==> config.mk <==
export PLATFORM = sky130hd
export DESIGN_NAME = fetch_queue_flat
export DESIGN_NICKNAME = d
export VERILOG_FILES = /design/src/rtl/cpu_pipe_pkg.sv /design/src/rtl/fetch_queue_if.sv /design/src/rtl/fetch_queue_mem.sv /design/src/rtl/fetch_queue.sv /design/src/flat_wrapper.sv
export SDC_FILE = /design/constraint.sdc
export NUM_CORES = 1
export LEC_CHECK = 0
export CAP_MARGIN = 20
export CORE_UTILIZATION = 54
export CTS_BUF_LIST = sky130_fd_sc_hd__clkbuf_16
export DETAILED_ROUTE_END_ITERATION = 16
export PLACE_DENSITY = 0.87
export SLEW_MARGIN = 40
export SYNTH_ARGS = -nofsm -noshare
export SYNTH_HDL_FRONTEND = slang
export SYNTH_HIERARCHICAL = 1
export SYNTH_SLANG_ARGS = --single-unit
==> constraint.sdc <==
create_clock -name clk -period 9.74 [get_ports clk]
set_clock_uncertainty 0.05 [all_clocks]
set_input_delay 2.922 -clock clk [delete_from_list [all_inputs] [get_ports clk]]
set_output_delay 2.922 -clock clk [all_outputs]
set_load 0.05 [all_outputs]
==> src/rtl/cpu_pipe_pkg.sv <==
// Shared fetch/decode pipeline definitions: IF->ID bus width, entry field
// offsets and the default fetch queue depth.
package cpu_pipe_pkg;

    localparam int unsigned IF_ID_BUS_W       = 64;
    localparam int unsigned IF_ID_PC_W        = 32;
    localparam int unsigned IF_ID_INST_W      = 32;
    localparam int unsigned IF_ID_INST_LSB    = 0;
    localparam int unsigned IF_ID_INST_MSB    = IF_ID_INST_LSB + IF_ID_INST_W - 1;
    localparam int unsigned IF_ID_PC_LSB      = IF_ID_INST_MSB + 1;
    localparam int unsigned IF_ID_PC_MSB      = IF_ID_PC_LSB + IF_ID_PC_W - 1;
    localparam int unsigned FETCH_QUEUE_DEPTH = 4;

    // One fetched instruction as it travels from fetch to decode.
    typedef struct packed {
        logic [IF_ID_PC_W-1:0]   pc;
        logic [IF_ID_INST_W-1:0] inst;
    } if_id_entry_t;

    // Build a flat IF->ID bus word from its fields.
    function automatic logic [IF_ID_BUS_W-1:0] pack_if_id(
        input logic [IF_ID_PC_W-1:0]   pc,
        input logic [IF_ID_INST_W-1:0] inst
    );
        if_id_entry_t e;
        e.pc   = pc;
        e.inst = inst;
        return IF_ID_BUS_W'(e);
    endfunction

endpackage

==> src/rtl/fetch_queue_if.sv <==
// Fetch->queue->decode handshake bundle. The queue takes the slave side;
// the fetch/decode pair (or a bench) takes the master side.
interface fetch_queue_if #(
    parameter int unsigned DATA_W = cpu_pipe_pkg::IF_ID_BUS_W
);
    logic              in_valid;
    logic [DATA_W-1:0] in_data;
    logic              in_allow_in;
    logic              out_valid;
    logic [DATA_W-1:0] out_data;
    logic              out_allow_in;

    modport master (
        output in_valid,
        output in_data,
        output out_allow_in,
        input  in_allow_in,
        input  out_valid,
        input  out_data
    );

    modport slave (
        input  in_valid,
        input  in_data,
        input  out_allow_in,
        output in_allow_in,
        output out_valid,
        output out_data
    );
endinterface

==> src/rtl/fetch_queue_mem.sv <==
// Fetch queue storage: DEPTH x DATA_W register array, one write port,
// one asynchronous read port. Contents are not reset.
module fetch_queue_mem #(
    parameter int unsigned DATA_W = 64,
    parameter int unsigned DEPTH  = 4,
    parameter int unsigned ADDR_W = $clog2(DEPTH)
) (
    input  logic              clk,
    input  logic              wr_en,
    input  logic [ADDR_W-1:0] wr_addr,
    input  logic [DATA_W-1:0] wr_data,
    input  logic [ADDR_W-1:0] rd_addr,
    output logic [DATA_W-1:0] rd_data
);

    logic [DATA_W-1:0] mem_q [DEPTH];

    // Write the addressed entry on push.
    always_ff @(posedge clk) begin
        if (wr_en) begin
            mem_q[wr_addr] <= wr_data;
        end
    end

    // Head entry is visible in the same cycle its address is presented.
    always_comb begin
        rd_data = mem_q[rd_addr];
    end

endmodule

==> src/rtl/fetch_queue.sv <==
// Instruction buffer between fetch and decode. FIFO of {pc, inst} entries
// with Valid/Allow_in handshakes on both sides and a one-cycle flush.
// Optional feature: FETCH_QUEUE_BYPASS_EN forwards in_data straight to
// out_data when the queue is empty and decode is ready.
module fetch_queue
    import cpu_pipe_pkg::*;
#(
    parameter int unsigned DATA_W = IF_ID_BUS_W,
    parameter int unsigned DEPTH  = FETCH_QUEUE_DEPTH,
    parameter int unsigned CNT_W  = $clog2(DEPTH) + 1
) (
    input  logic              clk,
    input  logic              resetn,
    input  logic              flush,
    fetch_queue_if.slave      bus,
    output logic [CNT_W-1:0]  count
);

    localparam int unsigned PTR_W = $clog2(DEPTH);

    logic [PTR_W-1:0]  rd_ptr_q;
    logic [PTR_W-1:0]  rd_ptr_d;
    logic [PTR_W-1:0]  wr_ptr_q;
    logic [PTR_W-1:0]  wr_ptr_d;
    logic [CNT_W-1:0]  count_q;
    logic [CNT_W-1:0]  count_d;

    logic              full_c;
    logic              empty_c;
    logic              bypass_c;
    logic              push_c;
    logic              pop_c;
    logic              allow_c;
    logic              valid_c;
    logic [DATA_W-1:0] rd_data;

    // Occupancy decode from the registered counter.
    always_comb begin
        full_c  = (count_q == CNT_W'(DEPTH));
        empty_c = (count_q == '0);
    end

`ifdef FETCH_QUEUE_BYPASS_EN
    // Empty queue with a ready consumer: hand the entry straight through.
    always_comb begin
        bypass_c = empty_c && bus.in_valid && bus.out_allow_in && !flush;
    end
`else
    // No forwarding path; every entry is stored before it is seen.
    always_comb begin
        bypass_c = 1'b0;
    end
`endif

    // Handshake outputs and the resulting push/pop strobes.
    always_comb begin
        allow_c = (!full_c && !flush) || bypass_c;
        valid_c = (!empty_c && !flush) || bypass_c;
        push_c  = bus.in_valid && allow_c && !bypass_c;
        pop_c   = valid_c && bus.out_allow_in && !bypass_c;
    end

    assign bus.in_allow_in = allow_c;
    assign bus.out_valid   = valid_c;
    assign bus.out_data    = bypass_c ? bus.in_data : rd_data;
    assign count           = count_q;

    // Next pointer and occupancy; flush discards everything.
    always_comb begin
        rd_ptr_d = rd_ptr_q;
        wr_ptr_d = wr_ptr_q;
        count_d  = count_q;
        if (flush) begin
            rd_ptr_d = '0;
            wr_ptr_d = '0;
            count_d  = '0;
        end else begin
            if (push_c) begin
                wr_ptr_d = wr_ptr_q + PTR_W'(1);
            end
            if (pop_c) begin
                rd_ptr_d = rd_ptr_q + PTR_W'(1);
            end
            case ({push_c, pop_c})
                2'b10:   count_d = count_q + CNT_W'(1);
                2'b01:   count_d = count_q - CNT_W'(1);
                default: count_d = count_q;
            endcase
        end
    end

    // Pointer and counter registers with synchronous active-low reset.
    always_ff @(posedge clk) begin
        if (!resetn) begin
            rd_ptr_q <= '0;
            wr_ptr_q <= '0;
            count_q  <= '0;
        end else begin
            rd_ptr_q <= rd_ptr_d;
            wr_ptr_q <= wr_ptr_d;
            count_q  <= count_d;
        end
    end

    fetch_queue_mem #(
        .DATA_W (DATA_W),
        .DEPTH  (DEPTH),
        .ADDR_W (PTR_W)
    ) u_mem (
        .clk     (clk),
        .wr_en   (push_c),
        .wr_addr (wr_ptr_q),
        .wr_data (bus.in_data),
        .rd_addr (rd_ptr_q),
        .rd_data (rd_data)
    );

endmodule

==> src/flat_wrapper.sv <==
// flat-port wrapper written by rule: the top's interface ports become plain ports
module fetch_queue_flat import cpu_pipe_pkg::*;
#(
    parameter int unsigned DATA_W = IF_ID_BUS_W,
    parameter int unsigned DEPTH  = FETCH_QUEUE_DEPTH,
    parameter int unsigned CNT_W  = $clog2(DEPTH) + 1
)
  (clk, resetn, flush, count, bus_in_valid, bus_in_data, bus_out_allow_in, bus_in_allow_in, bus_out_valid, bus_out_data);
  fetch_queue_if #(.DATA_W(DATA_W)) bus_i ();
  input  logic clk;
  input  logic resetn;
  input  logic flush;
  output logic [CNT_W-1:0] count;
  input wire logic [$bits(bus_i.in_valid)-1:0] bus_in_valid;
  input wire logic [$bits(bus_i.in_data)-1:0] bus_in_data;
  input wire logic [$bits(bus_i.out_allow_in)-1:0] bus_out_allow_in;
  output wire logic [$bits(bus_i.in_allow_in)-1:0] bus_in_allow_in;
  output wire logic [$bits(bus_i.out_valid)-1:0] bus_out_valid;
  output wire logic [$bits(bus_i.out_data)-1:0] bus_out_data;
  assign bus_i.in_valid = bus_in_valid;
  assign bus_i.in_data = bus_in_data;
  assign bus_i.out_allow_in = bus_out_allow_in;
  assign bus_in_allow_in = bus_i.in_allow_in;
  assign bus_out_valid = bus_i.out_valid;
  assign bus_out_data = bus_i.out_data;
  fetch_queue #(.DATA_W(DATA_W), .DEPTH(DEPTH), .CNT_W(CNT_W)) u_core (.clk(clk), .resetn(resetn), .flush(flush), .bus(bus_i), .count(count));
endmodule
## Word level (Yosys, flattened, before mapping)

Memories as Yosys holds them, arrays and structs flattened. A register that Yosys moved wholly into a read port is not among the register bits.
Index checks and enable logic that the tools add are counted.

| operators by class | value |
|---|---|
| equal/unequal tests | 3 |
| bitwise operators | 1 |
| multiply operators | 0 |
| mux-type cells | 5 |
| reductions and logical operators | 10 |
| div/mod/pow operators | 0 |
| shifts and indexed selects | 0 |
| $add $sub $neg | 4 |
| magnitude comparators | 0 |

Operator list:

| kind | number |
|---|---|
| 3-bit one-hot mux with 2 select lines | 1 |
| 2-bit by 1-bit adder with 2-bit output, second input constant | 2 |
| 1-bit logical AND | 4 |
| 2-bit two-way mux | 2 |
| 3-bit by 1-bit adder with 3-bit output, second input constant | 1 |
| 3-bit equality test, second input constant | 1 |
| 1-bit logical NOT | 3 |
| 3-bit logical NOT | 1 |
| 3-bit by 1-bit subtractor with 3-bit output, second input constant | 1 |
| 2-bit by 1-bit equality test with 1-bit output, second input constant | 1 |
| 2-bit equality test, second input constant | 1 |
| 1-bit two-way mux | 2 |
| 2-bit nonzero test | 1 |
| 2-bit OR reduction | 1 |
| 1-bit NOT | 1 |

| storage, ports and cells | value |
|---|---|
| ROM bits | 0 |
| output and inout port bits | 69 |
| memory bits (writable) | 256 |
| bits in latches | 0 |
| register bits | 7 |
| input bits | 69 |
| memories kept | 1 |
| logic and storage cells | 27 |

Memories:

| memory | depth | bits a word | rd ports | clocked after memory_dff | write ports | line | RTL |
|---|---|---|---|---|---|---|---|
| u_core.u_mem.mem_q | 4 | 64 | 1 | 1 | 1 | fetch_queue_mem.sv:16 | `logic [DATA_W-1:0] mem_q [DEPTH];` |

## Longest topological paths before layout

Gate-level depths: netlist of the first run.

| logic depth | value |
|---|---|
| depth in word-level cells | 6 |
| depth in mapped cells | 8 |

## Hierarchy

Netlist of the first run, hierarchy kept.

Modules (own cells, without submodules):

| module | area each (µm²) | times used | seq. area each (µm²) | cells each |
|---|---|---|---|---|
| fetch_queue_mem | 9341.5 | 1 | 7687.4 | 338 |
| fetch_queue | 375.4 | 1 | 140.1 | 44 |

## Worst setup path before layout of the first run

No wires, ideal clock.

| timing | value |
|---|---|
| kind | input to register |
| from | in bus_in_valid |
| to | mem u_core.u_mem.mem_q[0][0], enable pin |
| arrival time | 8.027 ns |
| setup time | 0.577 ns |
| cell stages on the path | 4 |
| setup slack | 1.086 ns |
| cells stage by stage | inv_1 > or3_4 > inv_2 > nor3b_1 |

| on the way | value |
|---|---|
| word-level cells in the longest chain between the ends | 3 |

RTL lines:

| item | line | RTL |
|---|---|---|
| start: declaration | flat_wrapper.sv:14 | `input wire logic [$bits(bus_i.in_valid)-1:0] bus_in_valid;` |
| 1-bit logical AND | fetch_queue.sv:59 | `push_c = bus.in_valid && allow_c && !bypass_c;` |
| net u_core.push_c | fetch_queue.sv:31 | `logic push_c;` |
| 1-bit two-way mux | fetch_queue_mem.sv:20 | `if (wr_en) begin` |
| 1-bit two-way mux (not written as such) | fetch_queue_mem.sv:21 | `mem_q[wr_addr] <= wr_data;` |
| end: declaration | fetch_queue_mem.sv:16 |  |

The timed path passes the listed nets, and every way through them passes these cells.

## Worst setup path in the final report of the first run

| timing | value |
|---|---|
| from | in flush |
| to | out bus_in_allow_in |

| on the way | value |
|---|---|
| word-level cells in the longest chain between the ends | 2 |

RTL lines:

| item | line | RTL |
|---|---|---|
| start: declaration | flat_wrapper.sv:12 | `input logic flush;` |
| 1-bit logical NOT | fetch_queue.sv:57 | `allow_c = (!full_c && !flush) \|\| bypass_c;` |
| 1-bit logical AND | fetch_queue.sv:57 |  |
| end: declaration | flat_wrapper.sv:17 | `output wire logic [$bits(bus_i.in_allow_in)-1:0] bus_in_allow_in;` |

Every way passes these cells.

==> impl_results.md, run 1 <==
- Status: finished, final reports clean
- Register area: just under 8000 um2
- Number of global-route vias before repair: about 4,700
- Fmax: ~140 MHz
- Cell count after synthesis: between 300 and 400
- Crit end category: output pin
- Crit path time final: between 7 and 8 ns
- Maximum vdd ir drop: about 0.16 mV
- Largest net degree at the start of global routing: 65
- Clk root buf: clkbuf_16
- Cell area after synthesis: 9717 um2
- Die height: 136.1 um
- Die X: 136.1 um
- CP Max Fanout: 6
- Setup CP Type: input port to output pin
- Post-cts sizing count: 0
- Worst slew pin tran: between 0.7 and 0.8 ns
- Sink count of the clock tree: between 200 and 300
- Sw frac: between 20% and 30%
- DRT Pass-1 Iters: 4
- CTS Hold Buffers Added: 0
- Worst path slowest cell: clkdlybuf4s50_1
- Max H-tree Level: 1
- Syn Nets: 453
- Clock tree buffer depth: 3
- Synth area leader: edfxtp_1
- Cell Chain, Critical Path: clkdlybuf4s50_1 -> nor2_1 -> clkdlybuf4s50_1
- # setup viols final: 0
- Final Hold Viols: 0
- Clock Latency Late Sink: between 0.5 and 0.6 ns
- Number of setup buffers added after CTS: 0
- Crit path launch: flush
- Top-area cell type share of the netlist area: roughly four fifths
- Num ports: 138
- Combinational share of power: roughly 6.3%
- CP dominant cell by count: clkdlybuf4s50_1
- Residual DRC: 0
- Area contributors post-synth: edfxtp_1, mux4_2, dfxtp_1
- Placed cell count: 737
- Synth cell types: 29
- Total GRT Usage: 19.10%
- Pint: 1.902 mW
- Overflow after GRT: 0
- RSZ-0062 raised after global routing: no
- Min-Delay Path Depth: 2
- ANT nets after route: 0
- Type of the most critical hold path: register to register
- Multi-input gate area in the final layout: about 1700 um2
- Initial antenna violation count: 0
- Worst path required time: 6.77 ns
- Num CTS Buffers: 26
- PD cells: around 200 nW/um2
- Flop pwr share: approximately 53%
- Fraction of registers with async set/reset: 0%
- Port-buffer cells: between 100 and 150
- Cell with the most instances after synthesis: edfxtp_1
- Max-slew violation count: 0
- CTS tree: built
- Vias per std cell: ~5.6
- Via count: around 4,400
- First-pass GRT wire length: roughly 26 mm
- Dpl hpwl: slightly below 10 mm
- ANT cells: 0
- R2r startpoint: u_core/count[2]$_SDFFE_PP0P_
- Initial Util: between 50% and 60%
- Register area share after synthesis: about four fifths
- Startpoint Class: input port
- Die area: roughly 19,000 um2
- R2R depth: 8
- Yosys reg bits: between 200 and 300
- PnR worst setup slack: between 2 and 2.5 ns
- Setup Slack @ Placement: roughly 2.4 ns
- Synth Warn #: 6
- Switching power: between 0.4 and 0.5 mW
- CP max stage delay: around 0.81 ns
- Maxcap violations: 0
- DRT iter0 DRCs: 288
- CTS clk-pin slew, worst paths: around 0.060 ns
- Final cell count without fillers: a little under 800
- EDFF count, synth: ~260
- LEAKAGE: between 3 and 4 nW
- Pwr Total: 2.381 mW
- Clock power frac: roughly two fifths
- Hold path startpoint: u_core/count[2]$_SDFFE_PP0P_
- Core area: ~17,000 um2
- P&R area growth vs syn: 25.52%
- # rows: between 40 and 50
- Critical path data arrival time: between 4 and 5 ns
- Fill count: 1,062
- Syn avg cell area: ~25 um2
- Total Wirelength: between 15 and 20 mm
- Slew HR: between 50 and 60%
- Synth top cells by count: edfxtp_1, mux4_2, nor2_1
- RD Place Congestion: 0.6897
- Synth Flop Type: edfxtp_1
- Final worst path period share: 75.39%
- Fin Setup TNS: 0 ns
- Layout Nets: roughly 610
- WL per Instance: 21.76 um
- Fraction of layout instances using a drive strength above 1: just over 20%
[routing by layer]
metal / routed length, um / global-route usage [%] / vias up / part of all wire, %
li1: - / - / 1958 / -
met1: 6998 / 26.00 / 2305 / 41
met2: 8832 / 32.12 / 149 / 52
met3: 1050 / 3.840 / 20 / 6.1
met4: 200 / 4.198 / 0 / 1.2
met5: 0 / 0 / - / 0
[metrics by stage]
stage / hold WS (ns) / util (%) / cell area (um2)
CTS: 0.5013 / 70.01 / 12190
global route: 0.5377 / 70.03 / 12200
floorplan: 0.4282 / - / 9717
detailed placement: 0.4897 / 65.12 / 11340
finish: 0.5070 / 70.03 / 12200
global placement: 0.4616 / 64.60 / 11250
[worst max-delay path, delay by kind of cell]
| family | cells | cell delay [ns] |
|---|---|---|
| buffers and inverters | 2 | 1.31 |
| AND/OR/NAND/NOR | 1 | 0.14 |
[state kept, by name, summed over array words and instances, names as in the netlist]
| signal | count |
|---|---|
| u_core/u_mem/mem_q | 256 |
| u_core/count | 3 |
| u_core/rd_ptr_q | 2 |
| u_core/wr_ptr_q | 2 |
[area by class of cell]
| cell class | count | share of cell area, % |
|---|---|---|
| clock buffer | 27 | 5.540 |
| clock inverter | 21 | 1.446 |
| inverter | 5 | 0.1539 |
| multi-input combinational | 100 | 14.12 |
| sequential | 263 | 64.24 |
| tap | 225 | 2.308 |
| timing repair buffer | 144 | 12.20 |
[cell families after synthesis]
group	count (synthesis)	share of synthesized area (%)
DFF	263	80.56
adders and majority gates	2	0.3348
xor gates and xnor gates	4	0.3605
and+or+nand+nor	22	1.326
buffers and inverters	19	1.906
AOI/OAI and AO/OA	7	0.4249
muxes	65	15.09
[layout by cell type, fill, tap and decap left out, types with 2 or more instances in the layout]
cell / Yosys / final
edfxtp_1: 256 / 256
xor2_1: 4 / 4
bufinv_16: 0 / 3
and3b_4: 0 / 2
nand2b_1: 2 / 2
dfxtp_1: 7 / 5
nand2_1: 2 / 2
nor2_1: 8 / 8
clkinv_4: 0 / 2
dfxtp_4: 0 / 2
buf_6: 1 / 2
clkdlybuf4s50_1: 0 / 137
clkinv_2: 0 / 4
nor3b_2: 1 / 2
o21ai_0: 2 / 2
mux4_2: 60 / 60
clkinv_1: 0 / 7
inv_1: 4 / 8
mux4_1: 4 / 4
or3_1: 2 / 2
a21oi_1: 3 / 3
clkbuf_16: 0 / 27
buf_12: 6 / 4
[final timing paths]
kind	to	slack (ns)
worst min register to register	u_core/count[2]$_SDFFE_PP0P_	0.51
worst max register to register	u_core/count[2]$_SDFFE_PP0P_	7.44
worst max-delay path	bus_in_allow_in	2.40
worst min-delay path	u_core/count[2]$_SDFFE_PP0P_	0.51
[power by group through the flow]
| stage | logic, mW | registers, mW | clock network, mW |
|---|---|---|---|
| global placement | 0.145 | 1.29 | 0 |
| floorplan | 0.0792 | 1.29 | 0 |
| finish | 0.149 | 1.26 | 0.968 |
| detailed placement | 0.149 | 1.29 | 0 |
| CTS | 0.150 | 1.26 | 0.992 |
| global route | 0.156 | 1.27 | 1.03 |
No activity file was read; power rests on OpenSTA's default activity.
==> run 2: changes to the inputs <==
==> constraint.sdc (replaced) <==
create_clock -name clk -period 7.16 [get_ports clk]
set_clock_uncertainty 0.05 [all_clocks]
set_input_delay 2.148 -clock clk [delete_from_list [all_inputs] [get_ports clk]]
set_output_delay 2.148 -clock clk [all_outputs]
set_load 0.05 [all_outputs]
==> impl_results.md, run 2 (synthesized netlist as in run 1, its figures left out) <==
- Status: finished, final reports clean
- Setup Slack @ Placement: 1.362 ns (-1.041 ns)
- Bufs and invs on worst path: 2 (unchanged)
- Number of global-route vias before repair: 4,768 (+1.4%)
- Biggest register: u_core/u_mem/mem_q
- Layout Nets: 615 (+0.65%)
- Gr busiest metal: met2
- Dpl hpwl: 10.47 mm (+7.2%)
- Total Wirelength: 17.09 mm (about the same)
- P&R area growth vs syn: 26.20%
- Via count: 4,420 (-0.27%)
- Worst path slowest cell: clkdlybuf4s50_1
- Fin Setup TNS: 0 ns (unchanged)
- Most common cell after layout, fill and taps aside: edfxtp_1
- Post-route cell area: 12,260 um2 (+0.54%)
- RSZ-0062 raised after global routing: no
- ANT nets after route: 0 (unchanged)
- Most frequent cells in the layout: edfxtp_1, clkdlybuf4s50_1, mux4_2, clkbuf_16
- Worst slew pin tran: 0.7263 ns (+0.006579 ns)
- Met2 Usage GRT: 32.49% (+0.37 points)
- CTS tree: built
- Final worst path period share: around four fifths
- Post-cts sizing count: 0 (unchanged)
- Overflow after GRT: 0 (unchanged)
- Type of the most critical hold path: register to register
- Critical path data arrival time: 3.61 ns (-0.76 ns)
- RD Place Congestion: 0.7608 (+10%)
- Sink count of the clock tree: 263 (unchanged)
- CP Max Fanout: 6 (unchanged)
- Cell Chain, Critical Path: clkdlybuf4s50_1 -> nor2_1 -> clkdlybuf4s50_1
- Die area: 18,530 um2 (unchanged)
- CP top delay family: buffers and inverters
- Worst path required time: 4.96 ns (-1.81 ns)
- PD cells: 267.6 nW/um2 (+37%)
- Total GRT Usage: 19.08% (-0.021 points)
- CTS clk-pin slew, worst paths: 0.06 ns (about the same)
- # rows: 48 (unchanged)
- Maximum vdd ir drop: 0.2125 mV (+36%)
- Num ports: 138 (unchanged)
- DRT iter0 DRCs: 263 (-8.7%)
- Crit end category: output pin
- Initial antenna violation count: 0 (unchanged)
- CTS Hold Buffers Added: 0 (unchanged)
- Core area: 17,420 um2 (unchanged)
- DRT Pass-1 Iters: 4 (unchanged)
- ANT cells: 0 (unchanged)
- Fmax: about 170 MHz
- Setup CP Type: input port to output pin
- Residual DRC: 0 (unchanged)
- CP max stage delay: 0.81 ns (about the same)
- Crit path time final: about 5.8 ns
- First-pass GRT wire length: 26.14 mm (-1.1%)
- Slew HR: 51.58% (-0.44 points)
- Fraction of layout instances using a drive strength above 1: 21.10% (+0.92 points)
- Port-buffer cells: 137 (unchanged)
- Clk root buf: clkbuf_16
- Die X: 136.1 um (unchanged)
- Startpoint Class: input port
- WL per Instance: 21.66 um (-0.45%)
- Maxcap violations: 0 (unchanged)
- Die height: 136.1 um (unchanged)
- # setup viols final: 0 (unchanged)
- Max-slew violation count: 0 (unchanged)
- PnR worst setup slack: 1.348 ns (-1.049 ns)
- Met1 usage: 25.07% (-0.92 points)
- DP Area: 11,380 um2 (+0.38%)
- LEAKAGE: 3.868 nW (+0.94%)
- Max FFs per register: 256 (unchanged)
- Clock tree buffer depth: 3 (unchanged)
- Final Hold Viols: 0 (unchanged)
- Largest net degree at the start of global routing: 38 (-42%)
- Vias per std cell: 5.602 (-0.78%)
- Initial Util: 55.79% (unchanged)
- Max H-tree Level: 1 (unchanged)
- Num CTS Buffers: 27 (+3.8%)
- Met3 GRT Util: 3.878% (+0.037 points)
- Number of setup buffers added after CTS: 0 (unchanged)
- CP dominant cell by count: clkdlybuf4s50_1
- Clock Latency Late Sink: 0.51 ns (about the same)
-- run 2: cell count changes in the layout (fill, tap and decap cells not counted) --
cell	delta
buf_4	+4
clkbuf_8	-1
clkinv_4	-1
bufinv_16	+1
nor3b_2	-1
buf_12	+2
buf_6	-2
nor3b_4	+1
inv_1	-1
clkinv_1	-1
clkinv_2	+4
clkinvlp_4	-1
-- run 2: metal layers --
metal	part of all wire, %	routed length (um)	vias up
met5	0	0	-
met4	1.8	308	0
met3	5.6	964	31
met2	53	8999	138
met1	40	6817	2290
li1	-	-	1961
-- run 2: worst min-delay path, cell delays in order, from the launching register on --
cell and delay, ns:
dfxtp_1 0.38, nand2_1 0.09, mux2i_1 0.06
-- run 2: path summary, 6_finish.rpt --
kind	start	to	slack, ns	depth (start not counted)
setup / recovery	flush	bus_in_allow_in	1.35	3
setup reg to reg	u_core/count[2]$_SDFFE_PP0P_	u_core/count[2]$_SDFFE_PP0P_	4.63	8
hold reg to reg	u_core/wr_ptr_q[0]$_SDFFE_PP0P_	u_core/wr_ptr_q[0]$_SDFFE_PP0P_	0.53	2
hold / removal	u_core/wr_ptr_q[0]$_SDFFE_PP0P_	u_core/wr_ptr_q[0]$_SDFFE_PP0P_	0.53	2
-- run 2: cell type report --
class | instances | area [um2]
clock inverter | 22 | 202.7
inverter | 5 | 18.77
timing repair buffer | 147 | 1521
fill | 1024 | 5154
clock buffer | 27 | 675.6
tap | 225 | 281.5
multi-input combinational | 100 | 1728
sequential | 263 | 7835
-- run 2: report_power, final --
group	switching [mW]	total [mW]	internal (mW)
logic	0.118	0.204	0.0867
clock network	0.532	1.36	0.826
registers	0.00640	1.72	1.71
-- run 2: stage by stage --
stage,util [%],hold WS (ns),power (mW),cells
after global placement,64.68,0.4727,1.948,734
after detailed placement,65.37,0.5214,1.957,740
final,70.41,0.5323,3.282,789
after CTS,70.41,0.5292,3.311,789
after floorplan,-,0.4282,1.860,382
after global routing,70.41,0.5829,3.383,789
